## src/rtl/hcsr04_pkg.sv

```systemverilog
// Shared types and timing constants for the HC-SR04 ultrasonic sensor responder.
// The burst output is only generated when HCSR04_BURST_EN is defined.
package hcsr04_pkg;

    typedef enum logic [2:0] {
        IDLE,
        TRIG,
        BURST,
        ECHO,
        HOLDOFF
    } hcsr04_state_e;

    localparam int unsigned US_PER_CM     = 58;
    localparam int unsigned MAX_CM        = 400;
    localparam int unsigned TIMEOUT_US    = 38000;
    localparam int unsigned BURST_HALF_US = 13;
    localparam int unsigned BURST_TOGGLES = 16;

    // Out-of-range distances behave like a real sensor that hears no return.
    function automatic logic [15:0] echo_ticks(input logic [8:0] cm);
        logic [15:0] ticks;
        if (cm == 9'd0 || cm > 9'(MAX_CM)) begin
            ticks = 16'(TIMEOUT_US);
        end else begin
            ticks = 16'(cm) * 16'(US_PER_CM);
        end
        return ticks;
    endfunction

endpackage

```

## src/rtl/us_tick_gen.sv

```systemverilog
// Free-running prescaler: one clk-wide tick every CLK_PER_US cycles.
module us_tick_gen #(
    parameter int unsigned CLK_PER_US = 100
) (
    input  logic clk,
    input  logic rst_n,
    output logic tick_o
);

    localparam int unsigned   CW   = (CLK_PER_US > 1) ? $clog2(CLK_PER_US) : 1;
    localparam logic [CW-1:0] LAST = CW'(CLK_PER_US - 1);

    logic [CW-1:0] cnt_q, cnt_d;
    logic          tick_q, tick_d;

    always_comb begin
        cnt_d  = (cnt_q == LAST) ? '0 : cnt_q + CW'(1);
        tick_d = (cnt_q == LAST);
    end

    always_ff @(posedge clk or negedge rst_n) begin
        if (!rst_n) begin
            cnt_q  <= '0;
            tick_q <= 1'b0;
        end else begin
            cnt_q  <= cnt_d;
            tick_q <= tick_d;
        end
    end

    assign tick_o = tick_q;

endmodule

```

## src/rtl/hcsr04_responder.sv

```systemverilog
// HC-SR04 target emulator: answers a Trigger pulse with an Echo pulse encoding distance_cm.
// Define HCSR04_BURST_EN to generate the emulated 40 kHz transducer burst.
module hcsr04_responder
    import hcsr04_pkg::*;
#(
    parameter int unsigned CLK_PER_US  = 100,
    parameter int unsigned TRIG_MIN_US = 10,
    parameter int unsigned BURST_US    = 200,
    parameter int unsigned HOLDOFF_US  = 1000
) (
    input  logic          clk,
    input  logic          rst_n,
    input  logic          Trigger,
    input  logic [8:0]    distance_cm,
    output logic          Echo,
    output logic          busy,
    output logic          burst,
    output hcsr04_state_e state_dbg_o
);

    logic tick;

    us_tick_gen #(.CLK_PER_US(CLK_PER_US)) u_tick (
        .clk    (clk),
        .rst_n  (rst_n),
        .tick_o (tick)
    );

    logic          trig_s1_q, trig_s2_q, trig_prev_q;
    logic          trig_rise, trig_fall;
    hcsr04_state_e state_q, state_d;
    logic [7:0]    width_q, width_d;
    logic [15:0]   cnt_q, cnt_d;
    logic [8:0]    cm_q, cm_d;
    logic          echo_q, echo_d;
    logic          busy_q, busy_d;

    assign trig_rise = trig_s2_q & ~trig_prev_q;
    assign trig_fall = ~trig_s2_q & trig_prev_q;

    // Edges seen outside IDLE/TRIG simply fall through the case with no effect.
    always_comb begin
        state_d = state_q;
        width_d = width_q;
        cnt_d   = cnt_q;
        cm_d    = cm_q;
        unique case (state_q)
            IDLE: begin
                if (trig_rise) begin
                    state_d = TRIG;
                    width_d = '0;
                end
            end
            TRIG: begin
                if (tick && width_q != 8'hFF) width_d = width_q + 8'd1;
                if (trig_fall) begin
                    if (width_d >= 8'(TRIG_MIN_US)) begin
                        state_d = BURST;
                        cm_d    = distance_cm;
                        cnt_d   = 16'(BURST_US);
                    end else begin
                        state_d = IDLE;
                    end
                end
            end
            BURST: begin
                if (tick) begin
                    if (cnt_q <= 16'd1) begin
                        state_d = ECHO;
                        cnt_d   = echo_ticks(cm_q);
                    end else begin
                        cnt_d = cnt_q - 16'd1;
                    end
                end
            end
            ECHO: begin
                if (tick) begin
                    if (cnt_q <= 16'd1) begin
                        state_d = HOLDOFF;
                        cnt_d   = 16'(HOLDOFF_US);
                    end else begin
                        cnt_d = cnt_q - 16'd1;
                    end
                end
            end
            HOLDOFF: begin
                if (tick) begin
                    if (cnt_q <= 16'd1) begin
                        state_d = IDLE;
                        cnt_d   = '0;
                    end else begin
                        cnt_d = cnt_q - 16'd1;
                    end
                end
            end
            default: state_d = IDLE;
        endcase
        echo_d = (state_d == ECHO);
        busy_d = (state_d != IDLE);
    end

    always_ff @(posedge clk or negedge rst_n) begin
        if (!rst_n) begin
            trig_s1_q   <= 1'b0;
            trig_s2_q   <= 1'b0;
            trig_prev_q <= 1'b0;
            state_q     <= IDLE;
            width_q     <= '0;
            cnt_q       <= '0;
            cm_q        <= '0;
            echo_q      <= 1'b0;
            busy_q      <= 1'b0;
        end else begin
            trig_s1_q   <= Trigger;
            trig_s2_q   <= trig_s1_q;
            trig_prev_q <= trig_s2_q;
            state_q     <= state_d;
            width_q     <= width_d;
            cnt_q       <= cnt_d;
            cm_q        <= cm_d;
            echo_q      <= echo_d;
            busy_q      <= busy_d;
        end
    end

    assign Echo        = echo_q;
    assign busy        = busy_q;
    assign state_dbg_o = state_q;

`ifdef HCSR04_BURST_EN
    logic       burst_q, burst_d;
    logic [3:0] half_q, half_d;
    logic [4:0] ntog_q, ntog_d;

    // First toggle lands on BURST entry; after 16 toggles the line rests low.
    always_comb begin
        burst_d = burst_q;
        half_d  = half_q;
        ntog_d  = ntog_q;
        if (state_d != BURST) begin
            burst_d = 1'b0;
            half_d  = '0;
            ntog_d  = '0;
        end else if (state_q != BURST) begin
            burst_d = 1'b1;
            half_d  = '0;
            ntog_d  = 5'd1;
        end else if (tick && ntog_q < 5'(BURST_TOGGLES)) begin
            if (half_q == 4'(BURST_HALF_US - 1)) begin
                half_d  = '0;
                burst_d = ~burst_q;
                ntog_d  = ntog_q + 5'd1;
            end else begin
                half_d = half_q + 4'd1;
            end
        end
    end

    always_ff @(posedge clk or negedge rst_n) begin
        if (!rst_n) begin
            burst_q <= 1'b0;
            half_q  <= '0;
            ntog_q  <= '0;
        end else begin
            burst_q <= burst_d;
            half_q  <= half_d;
            ntog_q  <= ntog_d;
        end
    end

    assign burst = burst_q;
`else
    assign burst = 1'b0;
`endif

endmodule
```

## config.mk

```make
export PLATFORM = sky130hd
export DESIGN_NAME = hcsr04_responder
export DESIGN_NICKNAME = d
export VERILOG_FILES = /design/src/rtl/hcsr04_pkg.sv /design/src/rtl/us_tick_gen.sv /design/src/rtl/hcsr04_responder.sv
export SDC_FILE = /design/constraint.sdc
export NUM_CORES = 1
export LEC_CHECK = 0
export ABC_AREA = 1
export BUFFER_PORTS_ARGS = -buffer_cell sky130_fd_sc_hd__buf_4
export CORE_ASPECT_RATIO = 2
export CORE_UTILIZATION = 45
export CTS_CLUSTER_SIZE = 14
export DETAILED_ROUTE_END_ITERATION = 8
export GPL_TIMING_DRIVEN = 0
export PLACE_DENSITY = 0.62
export SLEW_MARGIN = 20
export SYNTH_ARGS = -nofsm -noshare
export SYNTH_HDL_FRONTEND = slang
export SYNTH_SLANG_ARGS = --single-unit
```

## constraint.sdc

```tcl
create_clock -name clk -period 8.8 [get_ports clk]
set_input_delay 1.76 -clock clk [delete_from_list [all_inputs] [get_ports clk]]
set_output_delay 1.76 -clock clk [all_outputs]
set_load 0.005 [all_outputs]
```

# == After elaboration in Yosys (flattened, before gate mapping) ==
# Cells that the tools add are included.
# op_classes
order_cmp,3
bitwise_logic,4
n_mul,1
n_mux,25
div_mod_pow,0
add_sub_neg,3
n_shift,0
n_eq_ne,13
reduce_logical,10
# ops
op,count
16-bit two-way mux,9
16-bit case mux with 4 select lines,1
3-bit two-way mux,8
8-bit two-way mux,3
16-bit by 1-bit <= comparator with 1-bit output (second input constant),1
8-bit case mux with 2 select lines,1
16-bit by 1-bit subtractor with 16-bit output (second input constant),1
3-bit case mux with 5 select lines,1
9-bit by 5-bit multiplier with 14-bit output (second input constant),1
3-bit by 2-bit equality test with 1-bit output (second input constant),3
9-bit greater-than comparator (second input constant),1
9-bit logical NOT,1
8-bit by 1-bit adder with 8-bit output (second input constant),1
8-bit by 4-bit >= comparator with 1-bit output (second input constant),1
8-bit != test (second input constant),1
7-bit by 1-bit adder with 7-bit output (second input constant),1
7-bit equality test (second input constant),1
7-bit two-way mux,1
2-bit by 1-bit != test with 1-bit output (second input constant),3
2-bit != test (second input constant),3
6-bit AND reduction,1
4-bit nonzero test,1
3-bit by 1-bit equality test with 1-bit output (second input constant),1
3-bit equality test (second input constant),1
10 further kinds,12
# totals
latch_bits,0
wordCells,70
mem_bits_ro,0
mem_bits_rw,0
input_bits,12
memories,0
regBits,49

# == Depth between registers and ports, before layout ==
# Gate-level depths: netlist (run 1).
# depth
depth_word,9
depth_mapped,22
ltp_nobuf,22

# == Modules after synthesis ==
# Synthesis (run 1) repeated with hierarchy kept, for this count alone.
# unflattened
cells_unflattened,613
area_unflattened_um2,4454.3
# modules_own_cells
module,cells_per_inst,area_each_um2,n_inst,seq_area_each_um2
hcsr04_responder,570,4067.7,1,1026.0
us_tick_gen,43,386.6,1,200.2

# == Worst setup path after synthesis (run 1) ==
# No wires, ideal clock.
# synth_timing
kind,register -> register
start,register cm_q[6]
end,register cnt_q[14]
n_path_buf,0
synth_period_minus_slack_ps,3191
t_required_ps,8684
stages_incl_launch_ff,21
arrival_time_ps,3074
slack_ps,5609
path_cell_list,dfrtp_1 -> inv_1 -> fa_1 -> inv_1 -> ha_1 -> inv_1 -> fa_1 -> inv_1 -> ha_1 -> a21oi_1 -> nand2_1 -> nand2_1 -> nand3_1 -> nand2_1 -> nand2_1 -> nand3_1 -> nand2_1 -> nand2_1 -> nand2_1 -> nand2_1 -> nand2_1
# synth_between
elab_chain_cells,6
elab_cells_between_ends,8
# synth_lines
item,line,text
start: declaration,hcsr04_responder.sv:34,"logic [8:0] cm_q, cm_d;"
start signal: assignment,hcsr04_responder.sv:120,cm_q <= cm_d;
"parallel branches: the longest is 2 deep, another holds 9-bit by 5-bit multiplier with 14-bit output",--,
16-bit two-way mux (*),hcsr04_pkg.sv:22,if (cm == 9'd0 || cm > 9'(MAX_CM)) begin
16-bit two-way mux (*),hcsr04_responder.sv:68,if (cnt_q <= 16'd1) begin
16-bit two-way mux (*),hcsr04_responder.sv:67,if (tick) begin
16-bit case mux with 4 select lines (*),hcsr04_responder.sv:47,unique case (state_q)
end signal: assignment,hcsr04_responder.sv:119,cnt_q <= cnt_d;
end: declaration,hcsr04_responder.sv:33,"logic [15:0] cnt_q, cnt_d;"
# Every way passes the cells marked *. The select of a mux whose other input is x is not followed.
# A chain may end at the register's enable or synchronous reset.

# == Worst setup path after layout (run 1) ==
# layout_timing
start,register cm_q[5]
end,register cnt_q[14]
# The elaborated chain is that of the path after synthesis.

==> impl_metrics.tcl, run 1 <==
set metrics [dict create \
    switching_share 0.339 \
    clk_pin_slew_ps 70 \
    drt_iter0_drc 162 \
    postPlaceCellArea_um2 4760 \
    setup_viol 0 \
    cts_tree "done" \
    layout_commonest_cell "nand2_1" \
    worstSetupPathType "flip-flop to flip-flop" \
    power.switching_mw 0.226 \
    fin_util 0.509 \
    yosysWarningCount 0 \
    start_util 0.461 \
    seqPwrFrac 0.373 \
    wl_met2_um 5800 \
    yosysUniqueCellTypes 44 \
    drt-pass1-iter-count 4 \
    design.core.area_um2 9700 \
    final_nets 670 \
    rsz0062_at_grt "no" \
    p_int_mw 0.440 \
    ctsHoldBuffers 0 \
    dp_cells 730 \
    power_frac_comb 0.283 \
    cts_buffers 5 \
    synth_edf_count 0 \
    maxSlewViolCount 0 \
    wl_met1_um 3920 \
    cts_resized 0 \
    worst_slew_pin_slew_ps 636 \
    pwr_density_cell_nw_per_um2 135 \
    setup_tns_ps 0 \
    finalHoldViolCount 0 \
    port_buffers 16 \
    max_slew_margin 0.576 \
    postLayoutCellArea_um2 4930 \
    grt_start_max_net_pins 50 \
    async_flop_share 1.00 \
    antenna_found_initial 0 \
    top_layer "met4" \
    fill_cells 958 \
    total_power_mw 0.666 \
    fin_cells 738 \
    ctsLongestPathBuffers 2 \
    status "complete, no violations" \
    power_frac_clock 0.344 \
    critPathRequiredTime_ps 8990 \
    syn_nets 647 \
    syn_inst 582 \
    dp_hpwl_um 8130 \
    arrival_ps 3820 \
    num_vias 3742 \
    ir_drop_mv 0.0832 \
    end_kind "flip-flop" \
    htree_num_levels 2 \
    maxCapViolations 0 \
    syn_area_um2 4470 \
    globalplace.congestion 0.941 \
    start_kind "flip-flop" \
    gr-total-overflow 0 \
    flow.area_growth_from_synthesis_pct 10.3 \
    diodes 0 \
    route.met3.wl_um 186 \
    die_h_um 143 \
    final_antenna_net_count 0 \
    yosysTopAreaCell "dfrtp_1" \
    clkLatencyLatePin_ps 290 \
    fin_worst_skew_ps 4.07 \
    routedWlPerCell_um 13.8 \
    wl_um 10200 \
    synth_top_area_share 0.274 \
    post_cts_buffers 0 \
    grt_pass1_wl_um 16500 \
    die_x_um 72.5 \
    layout_common_cells "nand2_1 (131), inv_1 (83), nor2_1 (51)" \
    synth.area.top_cells "dfrtp_1 (27%), ha_1 (11%), nand2_1 (11%)" \
    cts.sink_count 49 \
    ys_seq_area_frac 0.274 \
    post-route-drc-count 0 \
    fin_crit_sh 0.412 \
    power.leakage_nw 2.55 \
    layout-drive-gt1-share 0.177 \
    die_area_um2 10400 \
    critPathMaxFanout 6 \
    num_rows 51 \
    groute.usage.overall 0.206 \
    syn_avg_cell_area_um2 7.69 \
    synth_ff_type "dfrtp_1" \
    fmax_ghz 0.276 \
    post-route-min-period_ps 3630 \
    routed_via_density 5.07 \
    hp-class "flip-flop to flip-flop" \
    first_global_vias 3594 \
    pin_count 18 \
    ys_seq_elements 49 \
    root_buffer "clkbuf_16" \
]
-- layout make-up --
| cell class | count | area (um^2) | area share |
|---|---|---|---|
| Clock inverter | 2 | 37.5 | 0.00761 |
| Timing Repair Buffer | 16 | 120 | 0.0243 |
| Tap cell | 132 | 165 | 0.0335 |
| Clock buffer | 6 | 139 | 0.0281 |
| Multi-Input combinational cell | 435 | 2810 | 0.570 |
| Sequential cell | 49 | 1230 | 0.248 |
| Inverter | 91 | 347 | 0.0702 |
| Buffer | 7 | 86.3 | 0.0175 |
-- path summary, 6_finish.rpt --
kind / cells past startpoint / slack, ps / to / startpoint
min in group asynchronous: 1 / 1480 / cnt_q[14] / rst_n
setup reg to reg: 20 / 5170 / cnt_q[14] / cm_q[5]
hold / removal: 0 / 360 / trig_s2_q / trig_s1_q
setup / recovery: 20 / 5170 / cnt_q[14] / cm_q[5]
hold reg to reg: 0 / 360 / trig_s2_q / trig_s1_q
max in group asynchronous: 1 / 6880 / trig_s2_q / rst_n
-- critical path, cell delays in order, from the launching register on --
cell	delay, ps
dfrtp_1	460
inv_1	190
fa_1	530
inv_1	50
ha_1	290
inv_1	60
fa_1	500
inv_1	40
ha_1	350
a21oi_1	310
nand2_1	90
nand2_1	80
nand3_1	60
nand2_1	60
nand2_1	60
nand3_1	80
nand2_1	50
nand2_1	50
nand2_1	50
nand2_1	80
nand2_1	50
-- kinds of logic (layout without fill, tap and decap cells) --
group	Yosys count	count (layout)	share of synthesized area
compound gates	68	68	0.100
flops	49	49	0.274
simple gates	293	293	0.316
mux	1	1	0.00252
buf+inv	98	122	0.0968
other cells	1	1	0.000838
xor+xnor	19	19	0.0389
fa+ha+maj	53	53	0.170
-- power by group through the flow --
stage	clock network [mW]	registers, mW	logic (mW)
after floorplan	0	0.248	0.137
after global routing	0.242	0.249	0.206
after detailed placement	0	0.252	0.187
final	0.229	0.248	0.188
after global placement	0	0.252	0.185
after CTS	0.235	0.248	0.188
-- Yosys cell counts, types with 2 or more instances --
| library cell | count |
|---|---|
| a21boi_0 | 2 |
| a21oi_1 | 12 |
| buf_12 | 3 |
| buf_4 | 3 |
| dfrtp_1 | 49 |
| fa_1 | 13 |
| ha_1 | 40 |
| inv_1 | 83 |
| inv_2 | 6 |
| nand2_1 | 131 |
| nand2_2 | 31 |
| nand2_4 | 3 |
| nand3_1 | 38 |
| nand3_2 | 4 |
| nand3_4 | 2 |
| nand4_1 | 11 |
| nor2_1 | 51 |
| nor2_2 | 4 |
| nor2_4 | 6 |
| nor3_1 | 7 |
| o211ai_1 | 3 |
| o21a_1 | 2 |
| o21ai_0 | 15 |
| o21ai_1 | 7 |
| o21ai_2 | 16 |
| o22ai_1 | 6 |
| xnor2_1 | 4 |
| xor2_1 | 14 |
-- metal layers --
| layer | vias to the layer above | GRT usage |
|---|---|---|
| met5 | - | 0 |
| met4 | 0 | 0.0970 |
| met3 | 20 | 0.0205 |
| met2 | 51 | 0.390 |
| met1 | 1776 | 0.222 |
| li1 | 1895 | - |
-- sequential cells by signal (all words and copies together), names as in the netlist --
name,cells
cnt_q,16
cm_q,9
width_q,8
u_tick.cnt_q,7
state_dbg_o,3
Echo,1
busy,1
trig_prev_q,1
trig_s1_q,1
trig_s2_q,1
u_tick.tick_o,1
-- metrics by stage --
| step | hold slack (ps) | worst slack (ps) |
|---|---|---|
| 4_1_cts | 356 | 5130 |
| 6_report | 356 | 5170 |
| 3_3_place_gp | 337 | 5160 |
| 2_1_floorplan | 331 | 5610 |
| 5_1_grt | 365 | 4920 |
| 3_5_place_dp | 340 | 5150 |
No activity file was read; power rests on OpenSTA's default activity.
==> inputs of run 2 (changes only) <==
--- a/config.mk
+++ b/config.mk
@@ -12,7 +12,7 @@
 export CTS_CLUSTER_SIZE = 14
 export DETAILED_ROUTE_END_ITERATION = 8
 export GPL_TIMING_DRIVEN = 0
-export PLACE_DENSITY = 0.62
+export PLACE_DENSITY = 0.65
 export SLEW_MARGIN = 20
 export SYNTH_ARGS = -nofsm -noshare
 export SYNTH_HDL_FRONTEND = slang
==> constraint.sdc (replaced) <==
create_clock -name clk -period 3.1 [get_ports clk]
set_input_delay 0.62 -clock clk [delete_from_list [all_inputs] [get_ports clk]]
set_output_delay 0.62 -clock clk [all_outputs]
set_load 0.005 [all_outputs]
==> impl_metrics.tcl, run 2 (same netlist as run 1, synthesis figures left out) <==
set metrics [dict create \
    diodes 0 \
    pwr_density_cell_nw_per_um2 355 \
    setup_viol 5 \
    antenna_found_initial 0 \
    gr-total-overflow 0 \
    dp_hpwl_um 8690 \
    layout-drive-gt1-share 0.283 \
    num_vias 3895 \
    postLayoutCellArea_um2 5260 \
    globalplace.congestion 0.937 \
    die_h_um 143 \
    num_rows 51 \
    dp_slack_ps -389 \
    layout_common_cells "nand2_1 (122), inv_1 (68), dfrtp_1 (47)" \
    worst_slew_pin_slew_ps 661 \
    fin_util 0.542 \
    rsz0062_at_grt "yes" \
    grt_start_max_net_pins 50 \
    dp_cells 730 \
    worstPathCellList "inv_2, fa_1, inv_1, ha_1, inv_2, fa_1, inv_2, ha_4, nand2_2, nand2_2, inv_1, nand2_2, nand4_1, nand3_1, nand3_1, o211ai_1, nand2_1, nand2_1, nand2_2" \
    critPathRequiredTime_ps 3290 \
    setup_tns_ps -186 \
    grt_pass1_wl_um 17800 \
    worstSetupPathType "flip-flop to flip-flop" \
    maxSlewViolCount 0 \
    power.leakage_nw 2.64 \
    wl_um 10800 \
    cts.sink_count 49 \
    hp-class "primary input to async pin" \
    slowest_delay_ps 530 \
    max_slew_margin 0.559 \
    post-route-drc-count 0 \
    finalWorstSetupSlack_ps -61.7 \
    violations "negative setup slack" \
    clkLatencyLatePin_ps 300 \
    drt_iter0_drc 114 \
    start_util 0.461 \
    largest_reg_flops 16 \
    total_power_mw 1.86 \
    final_antenna_net_count 0 \
    design.core.area_um2 9700 \
    pin_count 18 \
    arrival_ps 3350 \
    routedWlPerCell_um 14.3 \
    end_kind "flip-flop" \
    reg_top3 "cnt_q: 16 flops, cm_q: 9 flops, width_q: 8 flops" \
    layout_commonest_cell "nand2_1" \
    root_buffer "clkbuf_16" \
    fin_worst_skew_ps 9.79 \
    fin_hold_ws_ps 342 \
    fin_cells 755 \
    final_nets 687 \
    fmax_ghz 0.316 \
    status "finished with violations" \
    finalHoldViolCount 0 \
    cts_tree "done" \
    htree_num_levels 2 \
    fin_crit_sh 1.02 \
    start_kind "flip-flop" \
    routed_via_density 5.16 \
    post-route-min-period_ps 3160 \
    critPathMaxFanout 5 \
    postPlaceCellArea_um2 4760 \
    first_global_vias 4071 \
    ir_drop_mv 0.279 \
    worst_path_max_delay_cell "fa_1" \
    ctsHoldBuffers 0 \
    groute.usage.overall 0.223 \
    drt-pass1-iter-count 4 \
    maxCapViolations 0 \
    die_area_um2 10400 \
    port_buffers 16 \
    critical_path.most_common_cell "nand2_2" \
    top_register "cnt_q" \
    cts_buffers 5 \
    die_x_um 72.5 \
    clk_pin_slew_ps 70 \
    ctsLongestPathBuffers 2 \
    flow.area_growth_from_synthesis_pct 17.5 \
]
run 2: repair_timing:
action | CTS | global route
setup endpoints to repair | 8 | 8
setup buffers | 15 | 2
gates resized for setup | 39 | 21
pin swaps | 23 | 19
run 2: area by class of cell:
cell class                 instances  area, um^2
fill                             952        4440
multi-input combinational        435        3010
sequential                        49        1230
inverter                          91         352
timing repair buffer              33         248
tap                              132         165
clock buffer                       5         125
buffer                             7        86.3
clock inverter                     3        43.8
run 2: power by group:
group / internal (mW) / switching [mW] / total [mW]
logic: 0.182 / 0.346 / 0.528
clock network: 0.383 / 0.252 / 0.634
registers: 0.666 / 0.0358 / 0.702
total: 1.23 / 0.633 / 1.86
run 2: final timing paths:
| check | startpoint | endpoint | slack [ps] | depth (start not counted) |
|---|---|---|---|---|
| setup / recovery | cm_q[2] | cnt_q[12] | -60 | 19 |
| hold / removal | rst_n | cnt_q[12] | 340 | 1 |
| setup reg to reg | cm_q[2] | cnt_q[12] | -60 | 19 |
| hold reg to reg | trig_s1_q | trig_s2_q | 350 | 0 |
| max in group asynchronous | rst_n | cm_q[6] | 2260 | 1 |
| min in group clk | trig_s1_q | trig_s2_q | 350 | 0 |
run 2: worst max-delay path, delay by kind of cell (launching register included):
kind	cells	cell delay, ps
adders and majority gates	4	1600
and+or+nand+nor	9	740
DFF	1	370
buffers and inverters	5	250
AOI/OAI and AO/OA	1	90
run 2: routing by layer:
metal / wire, um / vias to the layer above / global-route usage
met4: 648 / 0 / 0.156
met5: 0 / - / 0
met1: 3580 / 1858 / 0.190
li1: - / 1929 / -
met3: 187 / 43 / 0.0233
met2: 6410 / 65 / 0.452
